--- src/rtl/score_pkg.sv ---
// Shared types and constants for the score BCD converter.
// Holds the FSM state type, the blank digit code and constant helpers.
package score_pkg;

    typedef enum logic [1:0] {
        S_IDLE,
        S_SHIFT,
        S_STORE,
        S_DONE
    } state_t;

    localparam logic [3:0] BCD_BLANK = 4'hF;

    function automatic longint unsigned pow10(input int unsigned n);
        longint unsigned r;
        r = 1;
        for (int unsigned i = 0; i < n; i++) r = r * 10;
        return r;
    endfunction

    // Decimal digits needed to hold 2^w-1 without loss.
    function automatic int unsigned bcd_digits(input int unsigned w);
        longint unsigned maxv;
        int unsigned     n;
        maxv = (64'd1 << w) - 64'd1;
        n    = 1;
        while (maxv >= pow10(n)) n++;
        return n;
    endfunction

endpackage

--- src/rtl/score_bcd_converter_bcd_add3.sv ---
// Double-dabble correction cell: adds 3 to a BCD nibble that is 5 or more.
module bcd_add3 (
    input  logic [3:0] i_nib,
    output logic [3:0] o_nib
);

    always_comb begin
        o_nib = i_nib;
        if (i_nib >= 4'd5) o_nib = i_nib + 4'd3;
    end

endmodule

--- src/rtl/score_bcd_converter.sv ---
// Multi-channel binary-to-BCD score converter (serial double-dabble, one channel at a time).
// Optional macro SCORE_BLANK_EN: leading-zero digits are committed as the blank code.
module score_bcd_converter
    import score_pkg::*;
#(
    parameter int NCH    = 2,
    parameter int WIDTH  = 10,
    parameter int DIGITS = 3
) (
    input  logic                     clk,
    input  logic                     reset,
    input  logic                     start,
    input  logic [NCH*WIDTH-1:0]     value,
    output logic                     busy,
    output logic                     done,
    output logic [NCH*DIGITS*4-1:0]  digits,
    output logic [NCH-1:0]           ovf
);

    localparam int          ACC_DIG = int'(bcd_digits(WIDTH));
    localparam int          ACC_W   = ACC_DIG * 4;
    localparam int          PAD_W   = (DIGITS * 4 > ACC_W) ? DIGITS * 4 : ACC_W;
    localparam int          CH_W    = (NCH > 1) ? $clog2(NCH) : 1;
    localparam int          CNT_W   = $clog2(WIDTH + 1);
    localparam logic [63:0] SAT     = 64'(pow10(DIGITS));

    state_t                    r_state, w_next;
    logic [NCH*WIDTH-1:0]      r_snap;
    logic [NCH*WIDTH-1:0]      w_snap_nxt;
    logic [WIDTH-1:0]          r_shreg;
    logic [ACC_W-1:0]          r_acc;
    logic [ACC_W-1:0]          w_adj;
    logic [PAD_W-1:0]          w_acc_pad;
    logic [CH_W-1:0]           r_ch;
    logic [CNT_W-1:0]          r_cnt;
    logic [NCH*DIGITS*4-1:0]   r_sh_dig;
    logic [NCH-1:0]            r_sh_ovf;
    logic [DIGITS*4-1:0]       w_ch_digits;
    logic [NCH*DIGITS*4-1:0]   w_commit;
    logic [NCH*DIGITS*4-1:0]   r_digits;
    logic [NCH-1:0]            r_ovf;
    logic                      r_done;
    logic [WIDTH-1:0]          w_chval;
    logic                      w_sat;
    logic                      w_last_bit;
    logic                      w_last_ch;
    logic                      w_unused_acc;

    for (genvar n = 0; n < ACC_DIG; n++) begin : g_add3
        bcd_add3 u_add3 (
            .i_nib (r_acc[n*4 +: 4]),
            .o_nib (w_adj[n*4 +: 4])
        );
    end

    // The snapshot is shifted down one channel per STORE, so the current channel is always at the bottom.
    assign w_chval      = r_snap[WIDTH-1:0];
    assign w_snap_nxt   = r_snap >> WIDTH;
    assign w_sat        = (64'(w_chval) >= SAT);
    assign w_acc_pad    = PAD_W'(r_acc);
    assign w_last_bit   = (r_cnt == CNT_W'(WIDTH - 1));
    assign w_last_ch    = (r_ch == CH_W'(NCH - 1));
    assign w_unused_acc = ^{w_acc_pad, w_adj[ACC_W-1]};

    always_comb begin
        w_ch_digits = '0;
        for (int unsigned d = 0; d < DIGITS; d++) begin
            w_ch_digits[d*4 +: 4] = w_sat ? 4'd9 : w_acc_pad[d*4 +: 4];
        end
    end

`ifdef SCORE_BLANK_EN
    logic w_lead;

    always_comb begin
        w_commit = r_sh_dig;
        w_lead   = 1'b0;
        for (int unsigned c = 0; c < NCH; c++) begin
            w_lead = !r_sh_ovf[c];
            for (int unsigned k = 0; k < DIGITS - 1; k++) begin
                if (w_lead && r_sh_dig[(c*DIGITS + DIGITS - 1 - k)*4 +: 4] == 4'd0)
                    w_commit[(c*DIGITS + DIGITS - 1 - k)*4 +: 4] = BCD_BLANK;
                else
                    w_lead = 1'b0;
            end
        end
    end
`else
    always_comb begin
        w_commit = r_sh_dig;
    end
`endif

    always_ff @(posedge clk) begin
        if (reset) r_state <= S_IDLE;
        else       r_state <= w_next;
    end

    always_comb begin
        w_next = r_state;
        case (r_state)
            S_IDLE:  if (start) w_next = S_SHIFT;
            S_SHIFT: if (w_last_bit) w_next = S_STORE;
            S_STORE: w_next = w_last_ch ? S_DONE : S_SHIFT;
            S_DONE:  w_next = S_IDLE;
            default: w_next = S_IDLE;
        endcase
    end

    always_ff @(posedge clk) begin
        if (reset) begin
            r_snap   <= '0;
            r_shreg  <= '0;
            r_acc    <= '0;
            r_ch     <= '0;
            r_cnt    <= '0;
            r_sh_dig <= '0;
            r_sh_ovf <= '0;
            r_digits <= '0;
            r_ovf    <= '0;
            r_done   <= 1'b0;
        end else begin
            r_done <= 1'b0;
            case (r_state)
                S_IDLE: begin
                    if (start) begin
                        r_snap  <= value;
                        r_shreg <= value[WIDTH-1:0];
                        r_acc   <= '0;
                        r_ch    <= '0;
                        r_cnt   <= '0;
                    end
                end
                S_SHIFT: begin
                    r_acc   <= {w_adj[ACC_W-2:0], r_shreg[WIDTH-1]};
                    r_shreg <= r_shreg << 1;
                    r_cnt   <= r_cnt + CNT_W'(1);
                end
                S_STORE: begin
                    r_sh_dig[int'(r_ch)*DIGITS*4 +: DIGITS*4] <= w_ch_digits;
                    r_sh_ovf[r_ch]                           <= w_sat;
                    if (!w_last_ch) begin
                        r_ch    <= r_ch + CH_W'(1);
                        r_snap  <= w_snap_nxt;
                        r_shreg <= w_snap_nxt[WIDTH-1:0];
                        r_acc   <= '0;
                        r_cnt   <= '0;
                    end
                end
                S_DONE: begin
                    r_digits <= w_commit;
                    r_ovf    <= r_sh_ovf;
                    r_done   <= 1'b1;
                end
                default: ;
            endcase
        end
    end

    assign busy   = (r_state != S_IDLE);
    assign done   = r_done;
    assign digits = r_digits;
    assign ovf    = r_ovf;

endmodule

--- config.mk ---
export PLATFORM = sky130hd
export DESIGN_NAME = score_bcd_converter
export DESIGN_NICKNAME = d
export VERILOG_FILES = /design/src/rtl/score_pkg.sv /design/src/rtl/score_bcd_converter_bcd_add3.sv /design/src/rtl/score_bcd_converter.sv
export SDC_FILE = /design/constraint.sdc
export NUM_CORES = 1
export LEC_CHECK = 0
export ABC_AREA = 1
export BUFFER_PORTS_ARGS = -buffer_cell sky130_fd_sc_hd__buf_2
export CORE_ASPECT_RATIO = 1.75
export CORE_MARGIN = 4
export CORE_UTILIZATION = 58
export CTS_CLUSTER_SIZE = 8
export DETAILED_ROUTE_END_ITERATION = 10
export MAX_ROUTING_LAYER = met4
export PLACE_DENSITY = 0.76
export SKIP_CTS_REPAIR_TIMING = 1
export SLEW_MARGIN = 20
export SYNTH_ARGS = -nofsm -noshare
export SYNTH_HDL_FRONTEND = slang
export SYNTH_HIERARCHICAL = 1
export SYNTH_SLANG_ARGS = --single-unit
--- constraint.sdc ---
create_clock -name clk -period 1.6 [get_ports clk]
set_input_delay 0.08 -clock clk [delete_from_list [all_inputs] [get_ports clk]]
set_output_delay 0.08 -clock clk [all_outputs]
set_load 0.01 [all_outputs]
==> results of run 1 <==
-- power by group through the flow --
stage / logic (W) / clock network [W] / registers (W)
floorplan: 0.00205 / 0 / 0.00332
global placement: 0.00279 / 0 / 0.00331
detailed placement: 0.00286 / 0 / 0.00333
CTS: 0.00289 / 0.00220 / 0.00329
global route: 0.00331 / 0.00230 / 0.00336
finish: 0.00293 / 0.00216 / 0.00329
-- routing by layer --
metal | vias to the layer above | track usage (%) | routed length, um
li1 | 2086 | - | -
met1 | 1846 | 24.97 | 3838
met2 | 100 | 40.69 | 5359
met3 | 34 | 3.393 | 320
met4 | 0 | 14.57 | 445
met5 | - | - | 0
-- layout make-up --
type | count | area (sq um)
clock buffers | 13 | 250.2
clock inverters | 3 | 46.29
fillers | 654 | 2335
inverters | 57 | 214.0
multi-input cells | 431 | 2078
flip-flops and latches | 99 | 1983
well taps | 88 | 110.1
repair buffers | 77 | 550.5
-- flip-flops by register name, indices dropped and copies added (netlist names) --
register  cells
digits       24
r_acc        12
r_snap       17
r_cnt         4
r_sh_ovf      2
done          1
r_sh_dig     24
r_shreg      10
r_ch          1
r_state       2
ovf           2
-- per-stage QoR --
stage | utilization, % | total power, W
3_5_place_dp | 64.45 | 0.006191
4_1_cts | 68.37 | 0.008374
5_1_grt | 69.15 | 0.008975
3_3_place_gp | 64.45 | 0.006099
6_report | 69.15 | 0.008372
2_1_floorplan | - | 0.005370
-- critical path: cells and delay by family (launching register included) --
| kind | cells | cell delay [ns] |
|---|---|---|
| AND/OR/NAND/NOR | 4 | 0.46 |
| flip-flops | 1 | 0.33 |
| adder cells (fa/ha/maj) | 1 | 0.27 |
| buffers and inverters | 2 | 0.25 |
| AO/OA/AOI/OAI | 1 | 0.13 |
-- worst min-delay path by stage --
stage / cells after the start / end / from
2_1_floorplan: 2 / r_snap[10] / value[10]
3_3_place_gp: 3 / r_snap[19] / value[19]
3_5_place_dp: 3 / r_snap[12] / value[12]
4_1_cts: 3 / r_snap[17] / value[17]
5_1_grt: 3 / r_snap[15] / value[15]
6_report: 3 / r_snap[14] / value[14]
==> impl_metrics.tcl, run 1 <==
set metrics [dict create \
    dieHeight_um 124.4 \
    power_per_cell_area_nw_per_um2 1600 \
    route.antenna.remaining_nets 0 \
    grt_start_max_net_pins 41 \
    firstDrtPassIters 5 \
    syn_inst 625 \
    critical_path.reg2reg.endpoint "r_acc[10]" \
    placed_cells_incl_taps 746 \
    h_tree_depth_reported_by_cts 3 \
    longest_clk_path_bufs 2 \
    grt.total_usage_pct 23.93 \
    setup_violations 0 \
    top_level_ports 51 \
    route.final.wire_length_um 9964 \
    post_synthesis_cell_area_sq_um 4489 \
    areaGrowthSynthToFinish_pct 16.56 \
    crit_type "flip-flop to flip-flop" \
    layout.cells.most_common "sky130_fd_sc_hd__nand2_1" \
    place.port_buffers 50 \
    slew-limit-headroom_pct 78.38 \
    max_cap_violations 0 \
    r2r.worst_path.cells 8 \
    first_pass_grt_wire_length_um 17310 \
    die_x_extent_um 74.51 \
    routabilityCongestion 0.8867 \
    rows 42 \
    crit_path_start "r_state[0]" \
    numClockSinks 99 \
    period_minus_slack_ns 1.514 \
    clk_pin_slew_ns 0.07 \
    postSynthNetCount 661 \
    first_iter_violations 267 \
    placeableCoreArea_sq_um 7567 \
    switching_power_w 0.002927 \
    share_clk_of_total_power_pct 25.7 \
    route.vias.total 4066 \
    final_worst_setup_slack_ns 0.08619 \
    critical_path.max_fanout 17 \
    worst_ep_arrival_time_ns 1.79 \
    finalInstanceArea_sq_um 5233 \
    p_leak_nw 2.421 \
    critical_path_required_ns 1.87 \
    post_route_worst_hold_slack_ns -0.02323 \
    switching_share_of_power_pct 34.96 \
    grt.overflow.total 0 \
    via_per_inst 5.294 \
    pwr-share-comb_pct 35.0 \
    cp-end-kind "flip-flop" \
    dpl.hpwl_um 7048 \
    design.die.area_sq_um 9267 \
    yosysWarningCount 6 \
    most-common-layout-cells "sky130_fd_sc_hd__nand2_1 (118), sky130_fd_sc_hd__nor2_1 (106), sky130_fd_sc_hd__dfxtp_1 (98)" \
    fmax_mhz 660.6 \
    final_layout_size_suffix_gt1_share_pct 17.06 \
    r2r_start "r_state[0]" \
    timing.critical_path.slowest_cell_delay_ns 0.33 \
    antenna_found_initial 0 \
    crit_path_end "r_acc[10]" \
    setup-tns-final_ns 0 \
    tritoncts "done" \
    critPathSlowestCell "sky130_fd_sc_hd__dfxtp_1" \
    via_count_of_the_first_global_routing_pass 3967 \
    drc 0 \
    power.sequential.fraction_pct 39.3 \
    cts_inserted_buffers 9 \
    finalHoldViolations 6 \
    power_report.internal_total_w 0.005445 \
    clk_latency_ns 0.35 \
    ctsRootBufferMaster "sky130_fd_sc_hd__clkbuf_16" \
    critPathLaunchType "flip-flop" \
    worst_hold_path_type "input port to flip-flop" \
    place_area_sq_um 4877 \
    fin_clk_skew_ns 0.008597 \
    postSynthAreaPerCell_sq_um 7.183 \
    dp_slack_ns 0.05521 \
    routedWlPerCell_um 12.97 \
    outcome "complete, but fails checks" \
    vdd_ir_drop_max_uv 1005 \
    worst_pin_slew_ns 0.3239 \
    min_period_over_period_pct 94.61 \
    rsz0062_at_grt "yes" \
    antenna-diode-count 0 \
    fin_nets 711 \
    regToRegSetupSlack_ns 0.09 \
    slew_viol_final 0 \
    finalNonFillerCells 768 \
    failed_checks "negative hold slack" \
    path_cells "inv_1 > ha_1 > nand2_4 > nand2_2 > nor2_4 > buf_12 > nand3_1 > a21oi_1" \
    floorplan.initialDensity_pct 59.33 \
]
Power figures use the tool's default switching activity.
==> inputs of run 2 (changes only) <==
Settings changed: BUFFER_PORTS_ARGS -buffer_cell sky130_fd_sc_hd__buf_2 to unset, CORE_UTILIZATION 58 to 63, DONT_BUFFER_PORTS set to 1.
==> run 2 against run 1 <==
Compared with the run above: flip-flop and latch count did not move; worst hold slack better by 0.0098 ns; sequential power rose by 2%; global-route usage up 1.2 points; wire length up 5.2%; count of clock-buffer cells in the layout fell by 1; register-to-register slack got worse by 0.02 ns; clock skew fell by 0.0018 ns; largest cell class unchanged; setup slack got worse by 0.016 ns; critical path type unchanged; the run still ends with negative hold slack left; critical path depth is the same.
==> impl_metrics.tcl, run 2 (synthesis results as in run 1) <==
set metrics [dict create \
    period_minus_slack_ns 1.530 \
    routabilityCongestion 0.8768 \
    finalHoldViolations 3 \
    power_per_cell_area_nw_per_um2 1672 \
    first_pass_grt_wire_length_um 16840 \
    crit_type "flip-flop to flip-flop" \
    tritoncts "done" \
    drc 0 \
    r2r.worst_path.cells 8 \
    final_layout_size_suffix_gt1_share_pct 11.84 \
    dpl.hpwl_um 7075 \
    p_leak_nw 2.248 \
    power.sequential.fraction_pct 39.2 \
    finalNonFillerCells 726 \
    fin_clk_skew_ns 0.006794 \
    first_iter_violations 276 \
    rows 40 \
    final_core_util_pct 74.29 \
    rsz0062_at_grt "no" \
    final_worst_setup_slack_ns 0.06986 \
    ctsRootBufferMaster "sky130_fd_sc_hd__clkbuf_16" \
    dp_slack_ns 0.008953 \
    outcome "complete, but fails checks" \
    min_path_cells 4 \
    via_count_of_the_first_global_routing_pass 3812 \
    critPathLaunchType "flip-flop" \
    post_route_worst_hold_slack_ns -0.01341 \
    min_period_over_period_pct 95.63 \
    share_clk_of_total_power_pct 26.8 \
    design.die.area_sq_um 8594 \
    critical_path.max_fanout 17 \
    clk_pin_slew_ns 0.07 \
    antenna_found_initial 0 \
    grt_start_max_net_pins 41 \
    failed_checks "negative hold slack" \
    antenna-diode-count 0 \
    route.vias.total 3943 \
    worst_pin_slew_ns 0.3876 \
    grt.total_usage_pct 25.18 \
    longest_clk_path_bufs 2 \
    slew-limit-headroom_pct 74.13 \
    firstDrtPassIters 8 \
    cp-end-kind "flip-flop" \
    placed_cells_incl_taps 698 \
    placeableCoreArea_sq_um 6907 \
    top_level_ports 51 \
    worst_hold_path_type "input port to flip-flop" \
    switching_share_of_power_pct 34.75 \
    route.antenna.remaining_nets 0 \
    worst_ep_arrival_time_ns 1.76 \
    cts_inserted_buffers 9 \
    place.port_buffers 0 \
    vdd_ir_drop_max_uv 1174 \
    fmax_mhz 653.5 \
    most-common-layout-cells "sky130_fd_sc_hd__nand2_1 (118), sky130_fd_sc_hd__nor2_1 (107), sky130_fd_sc_hd__dfxtp_1 (98)" \
    slew_viol_final 0 \
    power_report.internal_total_w 0.005598 \
    setup_violations 0 \
    switching_power_w 0.002981 \
    critical_path_required_ns 1.83 \
    dieHeight_um 119.7 \
    pwr-share-comb_pct 33.9 \
    via_per_inst 5.431 \
    areaGrowthSynthToFinish_pct 14.30 \
    clk_latency_ns 0.34 \
    max_cap_violations 0 \
    numClockSinks 99 \
    routedWlPerCell_um 14.44 \
    layout.cells.most_common "sky130_fd_sc_hd__nand2_1" \
    route.final.wire_length_um 10490 \
    grt.overflow.total 0 \
    die_x_extent_um 71.81 \
    h_tree_depth_reported_by_cts 3 \
    floorplan.initialDensity_pct 65.00 \
    fin_nets 673 \
]
-- run 2: changes by cell type in the layout (fill, tap and decap cells not counted), moves of 2 or more --
cell,delta
sky130_fd_sc_hd__buf_6,+2
sky130_fd_sc_hd__ha_1,-3
sky130_fd_sc_hd__inv_1,-2
sky130_fd_sc_hd__dlygate4sd3_1,+7
sky130_fd_sc_hd__buf_2,-50
sky130_fd_sc_hd__buf_12,-2
sky130_fd_sc_hd__buf_4,+5
sky130_fd_sc_hd__ha_4,+2
-- run 2: final cells by class --
type | instances | area [sq um]
multi-input cells | 431 | 2116
fillers | 537 | 1775
repair buffers | 39 | 390.4
well taps | 84 | 105.1
inverters | 57 | 216.5
clock inverters | 4 | 73.82
clock buffers | 12 | 246.5
flip-flops and latches | 99 | 1983
-- run 2: final timing paths --
kind                                  start         end  slack [ns]
worst min register to register  r_sh_dig[0]   digits[0]        0.46
worst min-delay path               value[3]  r_shreg[3]       -0.01
worst max-delay path             r_state[1]   r_snap[9]        0.07
worst max register to register   r_state[1]   r_snap[9]        0.07
-- run 2: power by group through the flow --
stage | Sequential [W] | Clock [W] | Combinational [W]
after floorplan | 0.00332 | 0 | 0.00205
after global placement | 0.00339 | 0 | 0.00263
after detailed placement | 0.00341 | 0 | 0.00271
after CTS | 0.00335 | 0.00234 | 0.00276
after global routing | 0.00341 | 0.00243 | 0.00328
final | 0.00337 | 0.00230 | 0.00291
-- run 2: layer usage --
metal | part of all wire [%] | GRT usage (%)
met5 | 0 | -
met4 | 3.1 | 11.18
met3 | 4.1 | 4.023
met2 | 56 | 46.31
met1 | 37 | 25.43
-- run 2: through the flow --
step / total power [W] / hold WS, ns / TNS (ns) / cell area (sq um)
after global routing: 0.009120 / 0.008000 / 0 / 5131
after global placement: 0.006015 / 0.1562 / 0 / 4629
final: 0.008579 / -0.01341 / 0 / 5131
after floorplan: 0.005370 / 0.2279 / 0 / 4489
after detailed placement: 0.006120 / 0.1574 / 0 / 4629
after CTS: 0.008452 / -0.2073 / -0.03123 / 4950
-- run 2: critical path, stage by stage (launching register included) --
cell and delay (ns):
sky130_fd_sc_hd__dfxtp_2 0.36, sky130_fd_sc_hd__inv_2 0.11, sky130_fd_sc_hd__ha_4 0.16, sky130_fd_sc_hd__inv_1 0.07
sky130_fd_sc_hd__nand2_1 0.12, sky130_fd_sc_hd__nand3_1 0.15, sky130_fd_sc_hd__buf_12 0.19, sky130_fd_sc_hd__o21ai_0 0.17
sky130_fd_sc_hd__nor2_1 0.07
==> inputs of run 3 (changes only) <==
Settings changed: CORE_UTILIZATION 63 to 66, CTS_BUF_LIST set to sky130_fd_sc_hd__clkbuf_4 sky130_fd_sc_hd__clkbuf_8, PLACE_DENSITY 0.76 to 0.79.
==> run 3 against run 2 <==
Compared with the run above: the run still ends with negative hold slack left; setup slack improved by 0.045 ns; flip-flop and latch count unchanged; power decreased by 5.7%; non-clock buffer count increased by 1; final cell count decreased by 0.14%; wire length decreased by 6.1%; clock skew increased by 0.0024 ns; critical endpoint is now r_shreg[5]; largest power group unchanged.
==> impl_metrics.tcl, run 3 (synthesis results as in run 1) <==
set metrics [dict create \
    fin_clk_skew_ns 0.009240 \
    top_level_ports 51 \
    hold_path.startpoint "value[8]" \
    die_x_extent_um 70.35 \
    p_leak_nw 2.220 \
    grt_start_max_net_pins 59 \
    clk_pin_slew_ns 0.09 \
    fmax_mhz 673.5 \
    finalNonFillerCells 725 \
    crit_top_cell "sky130_fd_sc_hd__inv_1" \
    vdd_ir_drop_max_uv 1139 \
    route.antenna.remaining_nets 0 \
    layout.cells.most_common "sky130_fd_sc_hd__nand2_1" \
    r2r.worst_path.cells 6 \
    tritoncts "done" \
    critPathSlowestCell "sky130_fd_sc_hd__dfxtp_2" \
    regToRegSetupSlack_ns 0.12 \
    floorplan.initialDensity_pct 68.15 \
    outcome "complete, but fails checks" \
    path_cells "inv_1 > ha_2 > inv_1 > nand2_1 > a21oi_1 > nor2_1" \
    failed_checks "negative hold slack" \
    finalHoldViolations 5 \
    worst_pin_slew_ns 0.3436 \
    placeableCoreArea_sq_um 6588 \
    setup_violations 0 \
    route.final.wire_length_um 9842 \
    via_count_of_the_first_global_routing_pass 3766 \
    max_cap_violations 0 \
    critical_path.reg2reg.endpoint "r_shreg[5]" \
    worst_hold_path_type "input port to flip-flop" \
    rows 39 \
    cts_inserted_buffers 9 \
    power_per_cell_area_nw_per_um2 1595 \
    areaGrowthSynthToFinish_pct 13.02 \
    h_tree_depth_reported_by_cts 3 \
    first_pass_grt_wire_length_um 16350 \
    min_period_over_period_pct 92.80 \
    holdPathEnd "r_shreg[8]" \
    place.port_buffers 0 \
    r2r_start "r_state[1]" \
    firstDrtPassIters 5 \
    dpl.hpwl_um 6748 \
    routabilityCongestion 0.9209 \
    antenna_found_initial 0 \
    placed_cells_incl_taps 691 \
    dieHeight_um 117.1 \
    longest_clk_path_bufs 2 \
    final_layout_size_suffix_gt1_share_pct 11.35 \
    crit_type "flip-flop to flip-flop" \
    routedWlPerCell_um 13.58 \
    grt.overflow.total 0 \
    critical_path_required_ns 1.88 \
    period_minus_slack_ns 1.485 \
    min_path_cells 4 \
    worst_ep_arrival_time_ns 1.76 \
    ctsRootBufferMaster "sky130_fd_sc_hd__clkbuf_8" \
    via_per_inst 5.436 \
    timing.critical_path.slowest_cell_delay_ns 0.36 \
    slew_viol_final 0 \
    post_route_worst_hold_slack_ns -0.04078 \
    slew-limit-headroom_pct 77.07 \
    numClockSinks 99 \
    clk_latency_ns 0.38 \
    fillers 506 \
    design.die.area_sq_um 8237 \
    register_area_sq_um 1984 \
    critical_path.max_fanout 11 \
    fin_nets 674 \
    critPathLaunchType "flip-flop" \
    multi_input_comb_area_sq_um 2086 \
    cp-end-kind "flip-flop" \
    route.vias.total 3941 \
    drc 0 \
    first_iter_violations 261 \
    grt.total_usage_pct 25.80 \
    antenna-diode-count 0 \
    most-common-layout-cells "sky130_fd_sc_hd__nand2_1 (118), sky130_fd_sc_hd__nor2_1 (106), sky130_fd_sc_hd__dfxtp_1 (97)" \
]
-- run 3: layout make-up --
class | instances | area share [%]
clock buffers | 11 | 2.861
inverters | 57 | 4.217
clock inverters | 5 | 2.121
multi-input cells | 431 | 41.11
flip-flops and latches | 99 | 39.11
well taps | 82 | 2.022
repair buffers | 40 | 8.557
-- run 3: worst max path at each step --
stage | slack, ns | end | depth (start not counted) | startpoint
2_1_floorplan | 0.13 | r_acc[0] | 8 | r_state[0]
5_1_grt | -0.01 | r_shreg[1] | 6 | r_state[1]
4_1_cts | -0.005 | r_state[1] | 6 | r_state[1]
3_5_place_dp | 0.01 | r_state[1] | 6 | r_state[1]
6_report | 0.12 | r_shreg[5] | 6 | r_state[1]
3_3_place_gp | 0.09 | r_state[0] | 5 | r_state[1]
-- run 3: layer usage --
layer / wire length (um) / track usage, % / up-vias
met2: 5391 / 47.87 / 86
met1: 3802 / 24.65 / 1816
met3: 343 / 4.530 / 19
met4: 304 / 15.22 / 0
li1: - / - / 2020
met5: 0 / - / -
-- run 3: power by group --
group	total [W]	internal (W)	switching (W)	leakage (nW)
Clock	0.00196	0.00111	0.000853	0.128
Combinational	0.00277	0.00113	0.00165	1.29
Sequential	0.00336	0.00300	0.000360	0.807
-- run 3: through the flow --
stage	power [W]	instance area, sq um	utilization [%]	TNS [ns]	setup slack, ns
floorplan	0.005370	4489	-	0	0.1334
global placement	0.005985	4614	70.05	0	0.08810
detailed placement	0.006078	4614	70.05	0	0.01456
CTS	0.008031	4867	73.88	-0.004951	-0.004951
global route	0.008627	5074	77.02	-0.02825	-0.01112
finish	0.008090	5074	77.02	0	0.1152
-- run 3: worst max-delay path, delay by kind of cell, from the launching register on --
kind / cells / cell delay [ns]
AO/OA/AOI/OAI: 1 / 0.16
adder cells (fa/ha/maj): 1 / 0.29
AND/OR/NAND/NOR: 2 / 0.17
buffers and inverters: 2 / 0.39
flip-flops: 1 / 0.36
